### config.mk
export PLATFORM = sky130hd
export DESIGN_NAME = ps2_host_tx
export DESIGN_NICKNAME = d
export VERILOG_FILES = /design/src/rtl/ps2_host_tx.sv
export SDC_FILE = /design/constraint.sdc
export NUM_CORES = 1
export LEC_CHECK = 0
export ABC_AREA = 1
export CORE_MARGIN = 8
export CORE_UTILIZATION = 60
export DETAILED_ROUTE_END_ITERATION = 6
export PLACE_DENSITY = 0.81
export SLEW_MARGIN = 20
export SYNTH_ARGS = -nofsm -noshare
export SYNTH_HDL_FRONTEND = slang
export SYNTH_SLANG_ARGS = --single-unit
### constraint.sdc
create_clock -name CLOCK_50 -period 2.75 [get_ports CLOCK_50]
set_input_delay 0.55 -clock CLOCK_50 [delete_from_list [all_inputs] [get_ports CLOCK_50]]
set_output_delay 0.55 -clock CLOCK_50 [all_outputs]
set_load 0.01 [all_outputs]
### src/rtl/ps2_host_tx.sv
// PS/2 host-to-device command transmitter.
// Runs request-to-send, shifts a byte on device clocks, checks line ACK.
module ps2_host_tx #(
   parameter int INHIBIT_CYCLES       = 5000,
   parameter int START_TIMEOUT_CYCLES = 750000,
   parameter int XFER_TIMEOUT_CYCLES  = 100000,
   parameter int IDLE_TIMEOUT_CYCLES  = 100000
) (
   input  logic       CLOCK_50,
   input  logic       Reset,
   input  logic [7:0] cmd_data,
   input  logic       cmd_valid,
   output logic       cmd_ready,
   input  logic       ps2_clk_in,
   input  logic       ps2_dat_in,
   output logic       ps2_clk_oe,
   output logic       ps2_dat_oe,
   output logic       busy,
   output logic       cmd_sent,
   output logic       error_timeout,
   output logic       error_no_ack
);

   localparam int M1 = (INHIBIT_CYCLES > START_TIMEOUT_CYCLES) ?
                       INHIBIT_CYCLES : START_TIMEOUT_CYCLES;
   localparam int M2 = (XFER_TIMEOUT_CYCLES > IDLE_TIMEOUT_CYCLES) ?
                       XFER_TIMEOUT_CYCLES : IDLE_TIMEOUT_CYCLES;
   localparam int MAXC = (M1 > M2) ? M1 : M2;
   localparam int CW = $clog2(MAXC + 1);

   localparam logic [CW-1:0] INH_L = CW'(INHIBIT_CYCLES - 1);
   localparam logic [CW-1:0] STA_L = CW'(START_TIMEOUT_CYCLES - 1);
   localparam logic [CW-1:0] XFR_L = CW'(XFER_TIMEOUT_CYCLES - 1);
   localparam logic [CW-1:0] IDL_L = CW'(IDLE_TIMEOUT_CYCLES - 1);

   typedef enum logic [2:0] {
      S_IDLE,
      S_INHIBIT,
      S_RTS,
      S_WAIT_START,
      S_XFER,
      S_WAIT_IDLE,
      S_ABORT
   } state_t;

   state_t        state, state_nxt;
   logic [CW-1:0] cnt, cnt_nxt, lim;
   logic [3:0]    n, n_nxt;
   logic [7:0]    sh, sh_nxt;
   logic          par, par_nxt;
   logic          nack, nack_nxt;
   logic          clk_s1, clk_s2, clk_d;
   logic          dat_s1, dat_s2;
   logic          fe, tmo;

   assign fe  = clk_d & ~clk_s2;
   assign tmo = (cnt >= lim);

   always_ff @(posedge CLOCK_50) begin
      if (!Reset) begin
         state  <= S_IDLE;
         cnt    <= '0;
         n      <= '0;
         sh     <= '0;
         par    <= 1'b0;
         nack   <= 1'b0;
         clk_s1 <= 1'b1;
         clk_s2 <= 1'b1;
         clk_d  <= 1'b1;
         dat_s1 <= 1'b1;
         dat_s2 <= 1'b1;
      end else begin
         state  <= state_nxt;
         cnt    <= cnt_nxt;
         n      <= n_nxt;
         sh     <= sh_nxt;
         par    <= par_nxt;
         nack   <= nack_nxt;
         clk_s1 <= ps2_clk_in;
         clk_s2 <= clk_s1;
         clk_d  <= clk_s2;
         dat_s1 <= ps2_dat_in;
         dat_s2 <= dat_s1;
      end
   end

   always_comb begin
      state_nxt     = state;
      n_nxt         = n;
      sh_nxt        = sh;
      par_nxt       = par;
      nack_nxt      = nack;
      lim           = '0;
      cmd_ready     = 1'b0;
      busy          = 1'b1;
      ps2_clk_oe    = 1'b0;
      ps2_dat_oe    = 1'b0;
      cmd_sent      = 1'b0;
      error_timeout = 1'b0;
      error_no_ack  = 1'b0;
      unique case (state)
         S_IDLE: begin
            cmd_ready = 1'b1;
            busy      = 1'b0;
            nack_nxt  = 1'b0;
            if (cmd_valid) begin
               sh_nxt    = cmd_data;
               par_nxt   = ~^cmd_data;
               n_nxt     = '0;
               state_nxt = S_INHIBIT;
            end
         end
         S_INHIBIT: begin
            ps2_clk_oe = 1'b1;
            lim        = INH_L;
            if (tmo) state_nxt = S_RTS;
         end
         S_RTS: begin
            ps2_clk_oe = 1'b1;
            ps2_dat_oe = 1'b1;
            state_nxt  = S_WAIT_START;
         end
         S_WAIT_START: begin
            ps2_dat_oe = 1'b1;
            lim        = STA_L;
            if (fe) begin
               n_nxt     = 4'd1;
               state_nxt = S_XFER;
            end else if (tmo) begin
               state_nxt = S_ABORT;
            end
         end
         S_XFER: begin
            lim = XFR_L;
            // n counts device edges seen; bit on the line follows edge n
            if (n <= 4'd8)       ps2_dat_oe = ~sh[0];
            else if (n == 4'd9)  ps2_dat_oe = ~par;
            if (fe) begin
               if (n == 4'd10) begin
                  if (dat_s2) begin
                     nack_nxt  = 1'b1;
                     state_nxt = S_ABORT;
                  end else begin
                     state_nxt = S_WAIT_IDLE;
                  end
               end else begin
                  n_nxt = n + 4'd1;
                  if (n <= 4'd7) sh_nxt = {1'b0, sh[7:1]};
               end
            end else if (tmo) begin
               state_nxt = S_ABORT;
            end
         end
         S_WAIT_IDLE: begin
            lim = IDL_L;
            if (clk_s2 && dat_s2) begin
               cmd_sent  = 1'b1;
               state_nxt = S_IDLE;
            end else if (tmo) begin
               state_nxt = S_ABORT;
            end
         end
         S_ABORT: begin
            error_no_ack  = nack;
            error_timeout = ~nack;
            state_nxt     = S_IDLE;
         end
         default: state_nxt = S_IDLE;
      endcase
      if (state_nxt != state || state == S_IDLE) cnt_nxt = '0;
      else if (tmo)                             cnt_nxt = cnt;
      else                                      cnt_nxt = cnt + CW'(1);
   end

endmodule

* After elaboration in Yosys (flattened, before gate mapping) *
Index checks and enable logic that the tools add are counted.

cells by class
  reductions and logical operators = 14
  bitwise operators = 6
  add/subtract/negate cells = 2
  multiplexer cells = 34
  equality and inequality tests = 16
  $lt $le $gt $ge = 3

operators by type and width
  operator                                                         number
  one-hot mux 20 bit (3 select lines)                              1
  two-way mux 8 bit                                                4
  two-way mux 3 bit                                                7
  adder 20 x 1 -> 20 bit (second input constant)                   1
  >= comparator 20 bit                                             1
  one-hot mux 3 bit (6 select lines)                               1
  two-way mux 4 bit                                                4
  one-hot mux 8 bit (2 select lines)                               1
  != test 2 bit (second input constant)                            7
  two-way mux 1 bit                                                12
  one-hot mux 4 bit (3 select lines)                               1
  AND reduction 5 bit                                              2
  == test 3 bit (second input constant)                            3
  == test 4 bit (second input constant)                            2
  OR reduction 2 bit                                               4
  XNOR reduction 8 bit                                             1
  == test 3 x 2 -> 1 bit (second input constant)                   2
  NOT 1 bit                                                        5
  adder 4 x 1 -> 4 bit (second input constant)                     1
  less-or-equal comparator 4 x 3 -> 1 bit (second input constant)  1
  less-or-equal comparator 4 bit (second input constant)           1
  one-hot mux 1 bit (2 select lines)                               2
  AND reduction 4 bit                                              1
  == test 3 x 1 -> 1 bit (second input constant)                   1
  other kinds (9)                                                  9

word-level totals
  output and inout port bits = 7
  bits of input ports = 13
  word-level logic and storage cells = 86
  bits in registers = 42

* Logic depth before layout (Yosys ltp) *
Gate-level depths: netlist (run 1).

  depth after elaboration = 10
  depth in mapped cells = 23
  depth with buffers taken out = 21

* Worst setup path after synthesis (run 1) *
Ideal clock, no wire load.

  path type = register -> register
  from = register state[2]
  to = register cnt[1]
  library setup time = 0.062 ns
  slack = 0.317 ns
  required time = 2.688 ns
  buffers on the path = 2
  arrival = 2.371 ns
  cell stages (with the launch flop) = 19
  period minus slack after synthesis = 2.433 ns
  cell sequence = dfxtp_1 > buf_2 > inv_1 > nor2_1 > inv_1 > nand2_1 > inv_1 > ha_1 > or2_2 > nand3_2 > nand2_2 > a21oi_4 > nand3_1 > nand3_1 > nand2_1 > nor2_2 > nand2_2 > buf_6 > nor2_2

on the way
  longest elaborated chain between the ends = 10
  elaborated cells between the ends (all ways) = 20
  those cells by class = order compare (1); eq/ne (6); mux (9); reduce/logical (4)

RTL lines
  item                                         RTL line       source
  start: declaration                           46             state_t state, state_nxt;
  start signal: assignment                     73             state <= state_nxt;
  == test 3 bit                                101            unique case (state)
  OR reduction 2 bit (no source line)          -
  one-hot mux 20 bit (3 select lines)          101
  >= comparator 20 bit                         57             assign tmo = (cnt >= lim);
  two-way mux 3 bit                            129, 150, 159
  two-way mux 3 bit, on equally long branches  156, 126, 138
  one-hot mux 3 bit (6 select lines)           101
  != test 3 bit                                170            if (state_nxt != state || state == S_IDLE) cnt_nxt = '0;
  logical OR 1 bit                             170
  OR reduction 2 bit (no source line)          -
  end signal: assignment                       74             cnt <= cnt_nxt;
  end: declaration                             47             logic [CW-1:0] cnt, cnt_nxt, lim;

Several ways; a longest one is shown, not always the timed one.
A chain may end at the register's enable or synchronous reset.

* Final worst setup path (run 1) *
  from = register state[2]
  to = register cnt[15]

The elaborated chain is that of the path after synthesis.

==> flow_summary.toml, run 1 <==
[critical_path]
crit_fanout = 20
cp.arrival_ps = 2740
crit_path_end_kind = "register"
critical_path.startpoint_type = "register"
crit_type = "reg -> reg"
rrSetupSlack_ps = 200
rr_worst_depth = 17
cp.required_ps = 2940

[power_and_ir_drop]
p_per_area_nw_per_um2 = 714.3
p_switching_uw = 1090
p_comb_frac = 0.515
ir_drop_mv = 0.5956
swShare = 0.4452
p_seq_frac = 0.318
p_clk_frac = 0.167
p_int_uw = 1358
leakage_uw = 0.001434

[sta]
max_freq_ghz = 0.3916
finalHoldViolations = 0
clock_skew_ps = 11.40
setup_tns_ps = 0
min_period_over_period = 0.9286
post-route-min-period_ps = 2554
rsz0062_at_grt = "false"
setup_viol = 0
tightest_slew_ps = 617.0
slew_headroom = 0.5874
whs_ps = 418.1
final-max-slew-violation-count = 0

[cells_and_area]
antenna_cells = 0
drive_above_1_share = 0.1652
syn2layout_area_growth_pct = 11.93
num-fill-cells = 445
final_nets = 500

[synthesis]
syn_area_sq_um = 3062
ys_seq_area_frac = 0.2746
syn_area_per_cell_sq_um = 6.896
yosys_warnings = 0
synth_nets = 479
syn_inst = 444
synth_cell_types = 41
ys_seq_elements = 42

[global_route]
overflow = 0
grt_usage = 0.1880
grt_pass1_wl_um = 11670
grt_pass1_vias = 2677
grt_start_max_net_pins = 22
grt_antenna_before_repair = 0

[clocking]
cts_sinks = 42
cts_setup_buffers = 0
insertion_delay_ps = 290
clock_path_buffers = 2
cts_tree = "yes"
ctsRootBufferMaster = "clkbuf_8"
clkTransAtPathRegs_ps = 80
htree_levels = 2
cts-buffers-inserted = 5

[die]
core_sq_um = 5010
start_util = 0.6111
ioPinCount = 20
dieHeight_um = 87.44
die_area_sq_um = 7645
core.rowCount = 26
die_w_um = 87.44

[drt]
wire_per_inst_um = 12.10
via_count = 2792
dr.pass1.iters = 5
viasPerCell = 5.209
drc = 0
drt-initial-drc-count = 149
antenna_left = 0
wirelength_um = 6483

[min_path]
hold_path_depth = 1
worst_hold_path_type = "reg -> reg"

[placement]
routabilityCongestion = 1.005
post-dp-hpwl_um = 5080
port_buffers = 19

[status]
status = "completed"

[job]
cap_violations = 0
[what timing repair did]
| action | 4_1_cts | 5_1_grt |
|---|---|---|
| hold buffers | 0 | 0 |
| endpoints found under the setup margin | 6 | 21 |
| gates resized for setup | 1 | 5 |
[metrics by stage]
| stage | power, uW | util | instance area (sq um) | instances | worst slack [ps] |
|---|---|---|---|---|---|
| after global placement | 1996 | 0.6621 | 3317 | 528 | 82.22 |
| after global routing | 2660 | 0.6841 | 3427 | 536 | 11.15 |
| after floorplan | 1784 | - | 3062 | 444 | 317.2 |
| final | 2448 | 0.6841 | 3427 | 536 | 196.3 |
| after CTS | 2446 | 0.6806 | 3410 | 536 | 34.66 |
| after detailed placement | 2032 | 0.6621 | 3317 | 528 | 1.612 |
[layer usage]
| metal | wire, um | vias up | GRT usage | share of wire |
|---|---|---|---|---|
| met4 | 125 | 0 | 0.06406 | 0.019 |
| met2 | 3011 | 64 | 0.3106 | 0.46 |
| li1 | - | 1445 | - | - |
| met5 | 0 | - | 0 | 0 |
| met1 | 3105 | 1269 | 0.2361 | 0.48 |
| met3 | 241 | 14 | 0.03585 | 0.037 |
[cells in the final DEF (no fill, tap or decap), drive strengths merged, types with 2 or more instances in the layout]
cell,count
buf,7
nand3,17
ha,22
clkinv,4
nor4,3
and3,2
nor3,13
a31oi,4
o21ai,30
nand4,6
a21oi,19
a211oi,2
inv,73
nor3b,2
xnor2,14
nand2,97
dfxtp,42
o211ai,3
or2,6
xor2,11
clkdlybuf4s50,18
clkbuf,7
nor2,59
[state kept, by name, indices dropped and copies added (netlist names), 3 cells and up]
| register | cells |
|---|---|
| n | 4 |
| cnt | 20 |
| sh | 8 |
| state | 3 |
[critical path, cell delays in order (launching register included)]
cell     delay (ps)
dfxtp_1         310
inv_1           100
nand2_2         130
nor2_4          160
inv_1           160
ha_1            340
inv_1            60
nor3_2          200
nand2_1         120
nor3_2          130
nand2_2         110
nand3_1          80
nand2_1          70
nand3_1          70
nand2_1          80
nand2_2          90
buf_12          180
nor2_2           40
[cell families (layout without fill, tap and decap cells)]
family                   after synthesis  after routing  share of synthesized area
AO/OA/AOI/OAI                         61             61                     0.1161
XOR/XNOR                              25             25                    0.07152
adder cells (fa/ha/maj)               22             22                    0.08990
buffers and inverters                 88            110                     0.1222
flip-flops                            42             42                     0.2746
AND/OR/NAND/NOR                      206            206                     0.3257
[power by group through the flow]
| stage | Clock [uW] | Combinational (uW) | Sequential (uW) |
|---|---|---|---|
| global route | 446 | 1420 | 793 |
| global placement | 0 | 1210 | 783 |
| CTS | 418 | 1250 | 776 |
| detailed placement | 0 | 1240 | 788 |
| floorplan | 0 | 1010 | 769 |
| finish | 409 | 1260 | 778 |
[synth_stat cells]
master	count	area, sq um
a31oi_1	4	25.02
clkbuf_1	2	7.510
nor2_4	5	56.30
buf_1	1	3.750
nand2_2	6	37.54
a21oi_4	1	16.27
nor3_1	12	60.06
nand3b_1	1	7.510
nor4_1	3	18.77
xor2_1	11	96.34
clkinv_1	2	7.510
nand2_1	91	341.6
o21a_1	1	7.510
nor3b_1	2	15.01
nor2_1	28	105.1
o211ai_2	1	12.51
nand3_1	15	75.07
o211ai_1	2	15.01
nor3_2	1	10.01
a41oi_1	1	8.760
o21ai_2	1	8.760
nor2_2	26	162.7
dfxtp_1	42	840.8
and3_1	2	12.51
buf_6	5	56.30
ha_1	22	275.3
a211oi_1	2	15.01
o21ai_1	6	30.03
nand4_1	6	37.54
inv_1	63	236.5
a21oi_2	1	8.760
buf_2	4	20.02
nand3_2	2	20.02
xnor2_1	14	122.6
inv_2	10	37.54
o21ai_0	23	115.1
clkinv_2	1	5.000
or2_1	1	6.260
or2_2	5	31.28
o31ai_1	1	7.510
a21oi_1	17	85.08
[cell type report]
cell class | instances | area, sq um | area share
clock buffer | 7 | 86.33 | 0.02519
clock inverter | 1 | 5.005 | 0.001460
inverter | 76 | 286.5 | 0.08361
multi-input combinational | 314 | 1859 | 0.5425
sequential | 42 | 844.6 | 0.2464
tap | 70 | 87.58 | 0.02556
timing repair buffer | 26 | 257.7 | 0.07521
[final timing paths]
check,startpoint,endpoint
min reg2reg,dat_s1$_SDFF_PN1_,dat_s2$_SDFF_PN1_
max,state[2]$_SDFF_PN0_,cnt[15]$_SDFFE_PP0N_
min,dat_s1$_SDFF_PN1_,dat_s2$_SDFF_PN1_
max reg2reg,state[2]$_SDFF_PN0_,cnt[15]$_SDFFE_PP0N_
No activity file was read; power rests on OpenSTA's default activity.
==> run 2, diff against run 1 <==
- CAP_MARGIN: default -> 40
==> results of run 2 <==
Final layout, timing and power as in run 1 (identical DEF).
==> run 3, diff against run 2 <==
- CTS_CLUSTER_SIZE: default -> 12
==> results of run 3 <==
Final layout, timing and power as in run 1 (identical DEF).
